<file path="config.mk">
export PLATFORM = sky130hd
export DESIGN_NAME = glyph_recognizer
export DESIGN_NICKNAME = d
export VERILOG_FILES = /design/src/rtl/glyph_pkg.sv /design/src/rtl/glyph_scan_cnt.sv /design/src/rtl/glyph_recognizer.sv
export SDC_FILE = /design/constraint.sdc
export NUM_CORES = 1
export LEC_CHECK = 0
export ABC_AREA = 1
export ABC_CLOCK_PERIOD_IN_PS = 3350
export BUFFER_PORTS_ARGS = -buffer_cell sky130_fd_sc_hd__buf_2
export CAP_MARGIN = 20
export CORE_MARGIN = 10
export CORE_UTILIZATION = 50
export DETAILED_ROUTE_END_ITERATION = 10
export MAX_ROUTING_LAYER = met4
export PLACE_DENSITY_LB_ADDON = 0.05
export SETUP_SLACK_MARGIN = 0.02
export SLEW_MARGIN = 5
export SYNTH_ARGS = -nofsm -noshare
export SYNTH_HDL_FRONTEND = slang
export SYNTH_HIERARCHICAL = 1
export SYNTH_SLANG_ARGS = --single-unit
</file>
<file path="constraint.sdc">
create_clock -name clk -period 3.35 [get_ports clk]
set_input_delay 0.8375 -clock clk [delete_from_list [all_inputs] [get_ports clk]]
set_output_delay 0.8375 -clock clk [all_outputs]
set_load 0.005 [all_outputs]
</file>
<file path="src/rtl/glyph_pkg.sv">
// Shared constants for the glyph recognizer: candidate code list, glyph geometry and FSM states.
package glyph_pkg;

  localparam int unsigned CAND_COUNT = 70;
  localparam int unsigned GLYPH_W    = 5;
  localparam int unsigned GLYPH_H    = 8;
  localparam int unsigned CAND_W     = 7;

  // Scan order matters: the first matching entry wins.
  localparam logic [7:0] CAND_LIST [CAND_COUNT] = '{
    8'd32,  8'd46,  8'd38,  8'd42,  8'd43,  8'd45,
    8'd48,  8'd49,  8'd50,  8'd51,  8'd52,  8'd53,  8'd54,  8'd55,  8'd56,  8'd57,
    8'd65,  8'd66,  8'd67,  8'd68,  8'd69,  8'd70,  8'd71,  8'd72,  8'd73,  8'd74,
    8'd75,  8'd76,  8'd77,  8'd78,  8'd79,  8'd80,  8'd81,  8'd82,  8'd83,  8'd84,
    8'd85,  8'd86,  8'd87,  8'd88,  8'd89,  8'd90,
    8'd97,  8'd98,  8'd99,  8'd100, 8'd101, 8'd102, 8'd103, 8'd104, 8'd105, 8'd106,
    8'd107, 8'd108, 8'd109, 8'd110, 8'd111, 8'd112, 8'd113, 8'd114, 8'd115, 8'd116,
    8'd117, 8'd118, 8'd119, 8'd120, 8'd121, 8'd122,
    8'd124, 8'd164
  };

  typedef enum logic [1:0] {StIdle, StScan, StDone} state_t;

endpackage

</file>
<file path="src/rtl/glyph_scan_cnt.sv">
// Pixel (x, y) and candidate index counters for the glyph scan, with end-of-range flags.
module glyph_scan_cnt
  import glyph_pkg::*;
(
  input  logic              clk,
  input  logic              rst_n,
  input  logic              clear_i,
  input  logic              step_i,
  input  logic              next_cand_i,
  output logic [2:0]        x_o,
  output logic [2:0]        y_o,
  output logic [CAND_W-1:0] cand_idx_o,
  output logic              last_pixel_o,
  output logic              last_cand_o
);

  logic [2:0]        x_q, x_d, y_q, y_d;
  logic [CAND_W-1:0] cand_q, cand_d;

  always_comb begin
    x_d    = x_q;
    y_d    = y_q;
    cand_d = cand_q;
    if (clear_i) begin
      x_d    = '0;
      y_d    = '0;
      cand_d = '0;
    end else if (next_cand_i) begin
      x_d    = '0;
      y_d    = '0;
      cand_d = cand_q + 1'b1;
    end else if (step_i) begin
      // Column wraps at GLYPH_W, not at the natural 3-bit boundary.
      if (x_q == 3'(GLYPH_W - 1)) begin
        x_d = '0;
        y_d = (y_q == 3'(GLYPH_H - 1)) ? 3'd0 : y_q + 3'd1;
      end else begin
        x_d = x_q + 3'd1;
      end
    end
  end

  always_ff @(posedge clk or negedge rst_n) begin
    if (!rst_n) begin
      x_q    <= '0;
      y_q    <= '0;
      cand_q <= '0;
    end else begin
      x_q    <= x_d;
      y_q    <= y_d;
      cand_q <= cand_d;
    end
  end

  assign x_o          = x_q;
  assign y_o          = y_q;
  assign cand_idx_o   = cand_q;
  assign last_pixel_o = (x_q == 3'(GLYPH_W - 1)) && (y_q == 3'(GLYPH_H - 1));
  assign last_cand_o  = (cand_q == CAND_W'(CAND_COUNT - 1));

endmodule

</file>
<file path="src/rtl/glyph_recognizer.sv">
// Finds the character code whose ROM glyph equals a captured 5x8 bitmap by scanning candidates
// pixel by pixel through the external combinational glyph ROM.
module glyph_recognizer
  import glyph_pkg::*;
#(
  parameter bit EARLY_EXIT = 1'b1
) (
  input  logic        clk,
  input  logic        rst_n,
  input  logic        in_valid,
  output logic        in_ready,
  input  logic [39:0] in_bitmap,
  output logic [7:0]  rom_select,
  output logic [2:0]  rom_coor_x,
  output logic [2:0]  rom_coor_y,
  input  logic        rom_pixel,
  output logic        out_valid,
  input  logic        out_ready,
  output logic [7:0]  out_code,
  output logic        out_hit,
  output logic        busy
);

  state_t            state_q;
  logic [39:0]       bitmap_q;
  logic              mismatch_q;
  logic [2:0]        x, y;
  logic [CAND_W-1:0] cand_idx;
  logic              last_pixel, last_cand;
  logic              cnt_clear, cnt_step, cnt_next;
  logic [5:0]        bit_idx;
  logic              pix_bad, cand_fail, cand_hit, accept;

  glyph_scan_cnt u_scan_cnt (
    .clk          (clk),
    .rst_n        (rst_n),
    .clear_i      (cnt_clear),
    .step_i       (cnt_step),
    .next_cand_i  (cnt_next),
    .x_o          (x),
    .y_o          (y),
    .cand_idx_o   (cand_idx),
    .last_pixel_o (last_pixel),
    .last_cand_o  (last_cand)
  );

  assign rom_select = CAND_LIST[cand_idx];
  assign rom_coor_x = x;
  assign rom_coor_y = y;

  assign bit_idx = {3'b000, y} * 6'd5 + {3'b000, x};
  assign pix_bad = rom_pixel != bitmap_q[bit_idx];
  assign accept  = (state_q == StIdle) && in_valid && in_ready;

  always_comb begin
    cand_fail = 1'b0;
    cand_hit  = 1'b0;
    cnt_clear = accept;
    cnt_step  = 1'b0;
    cnt_next  = 1'b0;
    if (EARLY_EXIT) begin
      cand_fail = pix_bad;
    end else begin
      cand_fail = last_pixel && (mismatch_q || pix_bad);
    end
    cand_hit = last_pixel && !pix_bad && !mismatch_q;
    if (state_q == StScan) begin
      cnt_step = !cand_fail && !cand_hit;
      cnt_next = cand_fail && !last_cand;
    end
  end

  always_ff @(posedge clk or negedge rst_n) begin
    if (!rst_n) begin
      state_q    <= StIdle;
      bitmap_q   <= '0;
      mismatch_q <= 1'b0;
      in_ready   <= 1'b1;
      out_valid  <= 1'b0;
      out_code   <= '0;
      out_hit    <= 1'b0;
      busy       <= 1'b0;
    end else begin
      unique case (state_q)
        StIdle: begin
          if (accept) begin
            bitmap_q   <= in_bitmap;
            mismatch_q <= 1'b0;
            in_ready   <= 1'b0;
            busy       <= 1'b1;
            state_q    <= StScan;
          end
        end
        StScan: begin
          if (cand_hit) begin
            out_hit  <= 1'b1;
            out_code <= CAND_LIST[cand_idx];
            busy     <= 1'b0;
            state_q  <= StDone;
          end else if (cand_fail) begin
            mismatch_q <= 1'b0;
            if (last_cand) begin
              out_hit  <= 1'b0;
              out_code <= '0;
              busy     <= 1'b0;
              state_q  <= StDone;
            end
          end else if (pix_bad) begin
            // Only reachable without early exit: remember the miss until the candidate ends.
            mismatch_q <= 1'b1;
          end
        end
        StDone: begin
          if (!out_valid) begin
            out_valid <= 1'b1;
          end else if (out_ready) begin
            out_valid <= 1'b0;
            in_ready  <= 1'b1;
            state_q   <= StIdle;
          end
        end
        default: state_q <= StIdle;
      endcase
    end
  end

endmodule
</file>
==> reports/results.ini, run 1 <==
[synth]
syn_area_mm2=0.00399
yosysMostFrequentCell=nand2_1
synth_top_area_cell=dfrtp_1
synthTopCellsByCount=213 x nand2_1, 66 x dfrtp_1, 44 x nand3_1
synth-async-reset-ratio_pct=100
ys_seq_area_share_pct=42.1
yosys_warnings=6
synth_top_area_share_pct=41.4
syn_area_per_cell_um2=7.52
synth_fp_nets=600
ys_types=38
synthTopCellsByArea=dfrtp_1 41%, nand2_1 20%, ha_1 7.5%
synth-seq-cells=67
synthCells=530
synth_edf_count=0
synth_flop_cell=dfrtp_1

[global_route]
grt_pass1_vias=3536
grt_pass1_wl_um=16800
grt_max_degree=43
overflow=0
grt_usage_pct=17.9
antenna_found_initial=0

[sta]
max_slew_margin_pct=45.6
report.final.slew_viol_count=0
post-route-period-util_pct=94.9
tightest_slew_ns=0.815
setup_viol=0
tns_ns=0
skew_ns=0.0145
hold_viol_final=0
max_freq_mhz=315
period_minus_slack_ns=3.18
hold_ws_ns=0.474

[worst_setup_path]
required_ns=3.58
r2r_start=u_scan_cnt/y_o[1]
crit_fanout=6
crit_end=u_scan_cnt/cand_idx_o[4]
critPathKind=reg -> reg
start_kind=flip-flop
crit_start=u_scan_cnt/y_o[1]
worstPathArrival_ns=3.40
worst_setup_path_end_kind=flip-flop
r2r_slack_ns=0.17
r2r_end=u_scan_cnt/cand_idx_o[4]
reg2regPathDepth=19

[routing]
wire_per_inst_um=14.1
viasPerCell=5.07
dr_total_vias=3644
ant_nets=0
drt-initial-drc-count=197
drt_pass1_iterations=4
drcViolationCount=0
totalWireLength_um=10200

[placed_design]
place.gp.congestion=0.869
dp_cells=697
io_buffers=70
hpwlAfterDp_um=7430

[cells_and_area]
syn_to_final_growth_pct=19.7
nNetsFinal=682
antenna_cells=0
drive_gt1_share_pct=23.8
post-route-util_pct=61.7
layout.cells.non_filler=719

[cts]
cts.sinks=67
numCtsBuffers=9
path_clk_slew_ns=0.07
clockRootBuffer=clkbuf_8
clock_path_buffers=2
clk_latency_ns=0.35
h-tree-depth=3
cts_tree=yes

[floorplan]
die_h_um=109
die_x_um=109
start_util_pct=51.6
rows=32
io_pins=71
core_area_mm2=0.00773
die_area_mm2=0.0119

[outcome]
status=finished, final reports clean

[power]
p_per_area_mw_per_mm2=313
worst_ir_drop_vdd_mv=0.192
power.leakage_nw=2.64
finalPower_mw=1.49

[run]
cap_violations=0

[worst_hold_path]
min-delay-path-class=reg -> reg

-- cells in the final DEF, fill, tap and decap left out, types with 2 or more instances in the layout --
master,n
a21oi_1,14
ha_1,22
o221ai_1,4
clkinvlp_4,2
a31oi_1,2
nand4_1,2
buf_2,70
inv_2,6
a211oi_1,2
nor2_2,2
xnor2_1,2
dfrtp_1,65
o21ai_1,6
nand3_2,4
clkbuf_8,11
clkinv_2,2
o21ai_0,15
buf_4,17
nand3_4,3
nor3_1,2
nor2_4,3
inv_1,38
o21ai_2,7
clkinv_4,2
nand3_1,43
nand2_2,7
nand2_1,213
nand2_4,2
nor2_1,34
-- report_power, final --
part	switching, mW	internal, mW
combinational	0.0273	0.0220
clock	0.325	0.310
sequential	0	0.808
total	0.352	1.14
-- how the worst min path moves through the flow --
stage | start | end | cells past startpoint
floorplan | bitmap_q[0] | bitmap_q[0] | 2
global placement | out_code[4] | out_code[4] | 2
detailed placement | bitmap_q[4] | bitmap_q[4] | 2
CTS | bitmap_q[12] | bitmap_q[12] | 2
global route | bitmap_q[11] | bitmap_q[11] | 2
finish | bitmap_q[4] | bitmap_q[4] | 2
-- cells by family after synthesis --
family | share of synthesized area (%)
buffers and inverters | 6.62
adder cells (fa/ha/maj) | 8.04
AND/OR/NAND/NOR | 33.8
AO/OA/AOI/OAI | 8.79
XOR/XNOR | 0.659
flip-flops | 42.1
-- final cells by class --
cell class,instances,area (um^2)
timing repair buffer,89,509
fill,748,2960
multi-input combinational,399,2090
clock inverter,5,37.5
inverter,46,174
sequential,67,1680
clock buffer,11,151
tap,102,128
-- through the flow --
stage	setup WS, ns	area (um^2)
2_1_floorplan	0.274	3990
3_3_place_gp	0.148	4490
3_5_place_dp	0.0148	4490
4_1_cts	0.0683	4680
5_1_grt	-0.0120	4770
6_report	0.172	4770
-- critical path, stage by stage, from the launching register on --
cell,delay [ns]
dfrtp_2,0.44
ha_1,0.29
ha_2,0.21
fa_2,0.63
inv_2,0.07
nand3_1,0.09
nand3_1,0.07
nand3_1,0.11
nand3_2,0.12
nand2_2,0.11
nand2_4,0.07
nand2_2,0.06
nand2_2,0.06
nor2_1,0.12
buf_6,0.15
nand2_2,0.09
nor2_4,0.15
nand2_1,0.07
nand2_1,0.09
nor2_1,0.05
-- registers in the layout, indices dropped and copies added, names as in the netlist --
signal	flops
bitmap_q	40
busy	1
in_ready	1
out_code	8
out_hit	1
out_valid	1
state_q	2
u_scan_cnt/cand_idx_o	7
u_scan_cnt/x_o	3
u_scan_cnt/y_o	3
-- routing by layer --
layer  routed length (um)  global-route usage (%)  vias to the layer above
li1                     -                       -                     1857
met1                 4850                    23.7                     1689
met2                 4730                    27.4                       89
met3                  509                    3.36                        9
met4                   81                    5.58                        0
met5                    0                       -                        -
-- what timing repair did --
action | in CTS | in global routing
pin swaps | 0 | 7
setup endpoints to repair | 5 | 13
buffers inserted | 0 | 6
resized for setup | 1 | 12
hold buffers | 0 | 0
No activity file was read; power rests on OpenSTA's default activity.
==> run 2: changes to the inputs <==
--- a/config.mk
+++ b/config.mk
@@ -10,8 +10,9 @@
 export BUFFER_PORTS_ARGS = -buffer_cell sky130_fd_sc_hd__buf_2
 export CAP_MARGIN = 20
 export CORE_MARGIN = 10
-export CORE_UTILIZATION = 50
+export CORE_UTILIZATION = 40
 export DETAILED_ROUTE_END_ITERATION = 10
+export GPL_TIMING_DRIVEN = 0
 export MAX_ROUTING_LAYER = met4
 export PLACE_DENSITY_LB_ADDON = 0.05
 export SETUP_SLACK_MARGIN = 0.02
==> run 2 against run 1 <==
  * Design area up 2.8%
  * Die area up 20%
  * Sequential share of layout area down 0.88 points
  * Via count down 0.25%
  * Critical path type is now reg -> out
  * Largest cell class unchanged
  * Largest power group unchanged
==> reports/results.ini, run 2 (same netlist as run 1, synthesis figures left out) <==
[sta]
rsz0062_at_grt=no
tightest_slew_ns=0.614  ; -0.201 ns
setup_viol=0  ; unchanged
post-route-period-util_pct=94.8  ; about the same
skew_ns=0.00720  ; -0.00731 ns
report.final.slew_viol_count=0  ; unchanged
hold_viol_final=0  ; unchanged
period_minus_slack_ns=3.17  ; -0.00300 ns
max_freq_mhz=315  ; about the same
setup_slack_ns=0.175  ; +0.00300 ns
max_slew_margin_pct=59.1  ; +13 points
hold_ws_ns=0.438  ; -0.0355 ns

[power]
p_sw_uw=357  ; +1.4%
p_int_mw=1.27  ; +11%
worst_ir_drop_vdd_mv=0.220  ; +15%
swShare_pct=21.9  ; -1.6 points
p_per_area_mw_per_mm2=332  ; +6.0%
power_frac_clock_pct=47.2  ; +4.7 points
pwr-share-comb_pct=3.2  ; about the same
power.leakage_nw=2.68  ; +1.5%
p_seq_share_pct=49.7  ; -4.5 points

[worst_setup_path]
cp_slowest_cell=dfrtp_2
start_kind=flip-flop
crit_fanout=10  ; +4
path_delay_family=compound AO/OA/AOI/OAI gates
worst_setup_path_end_kind=output port
path_buf_inv=3  ; +1
critPathKind=reg -> out
worstPathArrival_ns=2.34  ; -1.06 ns
max_stage_delay_ns=0.43  ; -0.20 ns
crit_chain=buf_4 -> inv_1 -> ha_1 -> or2_2 -> nand2_1 -> a21oi_1 -> o311ai_1 -> o221ai_2 -> buf_2
required_ns=2.51  ; -1.07 ns

[routing]
totalWireLength_um=10400  ; +2.4%
drt_pass1_iterations=4  ; unchanged
drt-initial-drc-count=178  ; -9.6%
wire_per_inst_um=13.7  ; -3.4%
dr_total_vias=3635  ; -0.25%
viasPerCell=4.77  ; -5.9%
ant_nets=0  ; unchanged
drcViolationCount=0  ; unchanged

[placed_design]
dp_cells=734  ; +5.3%
io_buffers=70  ; unchanged
place_area_mm2=0.00452  ; +0.75%
place.gp.congestion=0.888  ; +2.1%
hpwlAfterDp_um=7730  ; +4.0%
dp_slack_ns=-0.147  ; -0.162 ns

[cts]
h-tree-depth=3  ; unchanged
clock_path_buffers=2  ; unchanged
numCtsBuffers=9  ; unchanged
cts_tree=yes
path_clk_slew_ns=0.08  ; about the same
clk_latency_ns=0.34  ; about the same
clockRootBuffer=clkbuf_8
cts_hold_buf=0  ; unchanged
cts.sinks=67  ; unchanged

[cells_and_area]
final_common_cell=nand2_1
stdcell_area_mm2=0.00490  ; +2.8%
drive_gt1_share_pct=25.0  ; +1.1 points
post-route-util_pct=50.4  ; -11 points
largest_reg_flops=40  ; unchanged
final_cell_mix=213 x nand2_1, 73 x buf_2, 62 x dfrtp_1, 41 x nand3_1, 38 x inv_1
nNetsFinal=694  ; +1.8%
syn_to_final_growth_pct=23.0
largest-register=bitmap_q
antenna_cells=0  ; unchanged
layout.cells.non_filler=762  ; +6.0%

[global_route]
grt_usage_pct=14.7  ; -3.2 points
grt_pass1_wl_um=17000  ; +1.0%
overflow=0  ; unchanged
antenna_found_initial=0  ; unchanged
grt_pass1_vias=3526  ; -0.28%
grt_max_degree=36  ; -16%

[floorplan]
start_util_pct=41.0  ; -11 points
rows=36  ; +13%
die_h_um=120  ; +9.6%
core_area_mm2=0.00973  ; +26%
die_x_um=120  ; +9.6%
die_area_mm2=0.0144  ; +20%
io_pins=71  ; unchanged

[outcome]
status=finished, final reports clean

[worst_hold_path]
min-delay-path-class=in -> async

[run]
cap_violations=0  ; unchanged

==> run 2: final cells by class <==
type | instances | area (um^2)
sequential | 67 | 1680
multi-input combinational | 399 | 2090
tap | 133 | 166
clock buffer | 10 | 138
fill | 1032 | 4830
timing repair buffer | 83 | 467
buffer | 18 | 92.6
inverter | 46 | 174
clock inverter | 6 | 88.8
==> run 2: per-stage QoR <==
stage | TNS [ns] | total power [mW]
after floorplan | 0 | 0.829
after global placement | -0.945 | 0.873
after detailed placement | -0.951 | 0.877
after CTS | 0 | 1.65
after global routing | 0 | 1.69
final | 0 | 1.63
==> run 2: final timing paths <==
kind,slack (ns),start,to,cells past startpoint
worst min register to register,0.47,bitmap_q[3],bitmap_q[3],2
worst max register to register,0.18,u_scan_cnt/y_o[2],u_scan_cnt/y_o[0],18
worst min-delay path,0.44,rst_n,bitmap_q[1],1
max in group asynchronous,2.31,rst_n,in_ready,2
worst max-delay path,0.18,u_scan_cnt/cand_idx_o[2],rom_select[3],9
min in group clk,0.47,bitmap_q[3],bitmap_q[3],2
==> run 2: power by group through the flow <==
stage | Combinational (mW) | Sequential (mW) | Clock [mW]
5_1_grt | 0.0586 | 0.808 | 0.819
6_report | 0.0513 | 0.808 | 0.767
3_3_place_gp | 0.0494 | 0.824 | 0
2_1_floorplan | 0.00450 | 0.824 | 0
3_5_place_dp | 0.0530 | 0.824 | 0
4_1_cts | 0.0532 | 0.808 | 0.785
==> run 2: timing repair <==
action,CTS,global route
endpoints found under the setup margin,15,13
pin swaps,1,4
gates resized for setup,5,15
buffers inserted,6,6
==> run 2: worst reg2reg max path: stages, from the launching register on <==
cell and delay, ns:
dfrtp_1 0.40, ha_1 0.33, ha_4 0.23, fa_2 0.63, buf_6 0.13, nand3_1 0.11
nand3_2 0.10, nand3_1 0.09, nand3_2 0.10, nand2_2 0.07, nand2_4 0.07, nand2_2 0.05
nand2_2 0.09, nor2_2 0.04, buf_6 0.13, nor2_4 0.18, o21ai_2 0.10, buf_4 0.14
o21ai_1 0.11
==> run 2: per-layer routing <==
| layer | vias up | GRT usage [%] | part of all wire, % | wire [um] |
|---|---|---|---|---|
| met1 | 1684 | 19.1 | 48 | 5050 |
| met2 | 70 | 22.9 | 47 | 4870 |
| li1 | 1875 | - | - | - |
| met5 | - | - | 0 | 0 |
| met4 | 0 | 3.17 | 0.80 | 83 |
| met3 | 6 | 3.52 | 3.9 | 411 |
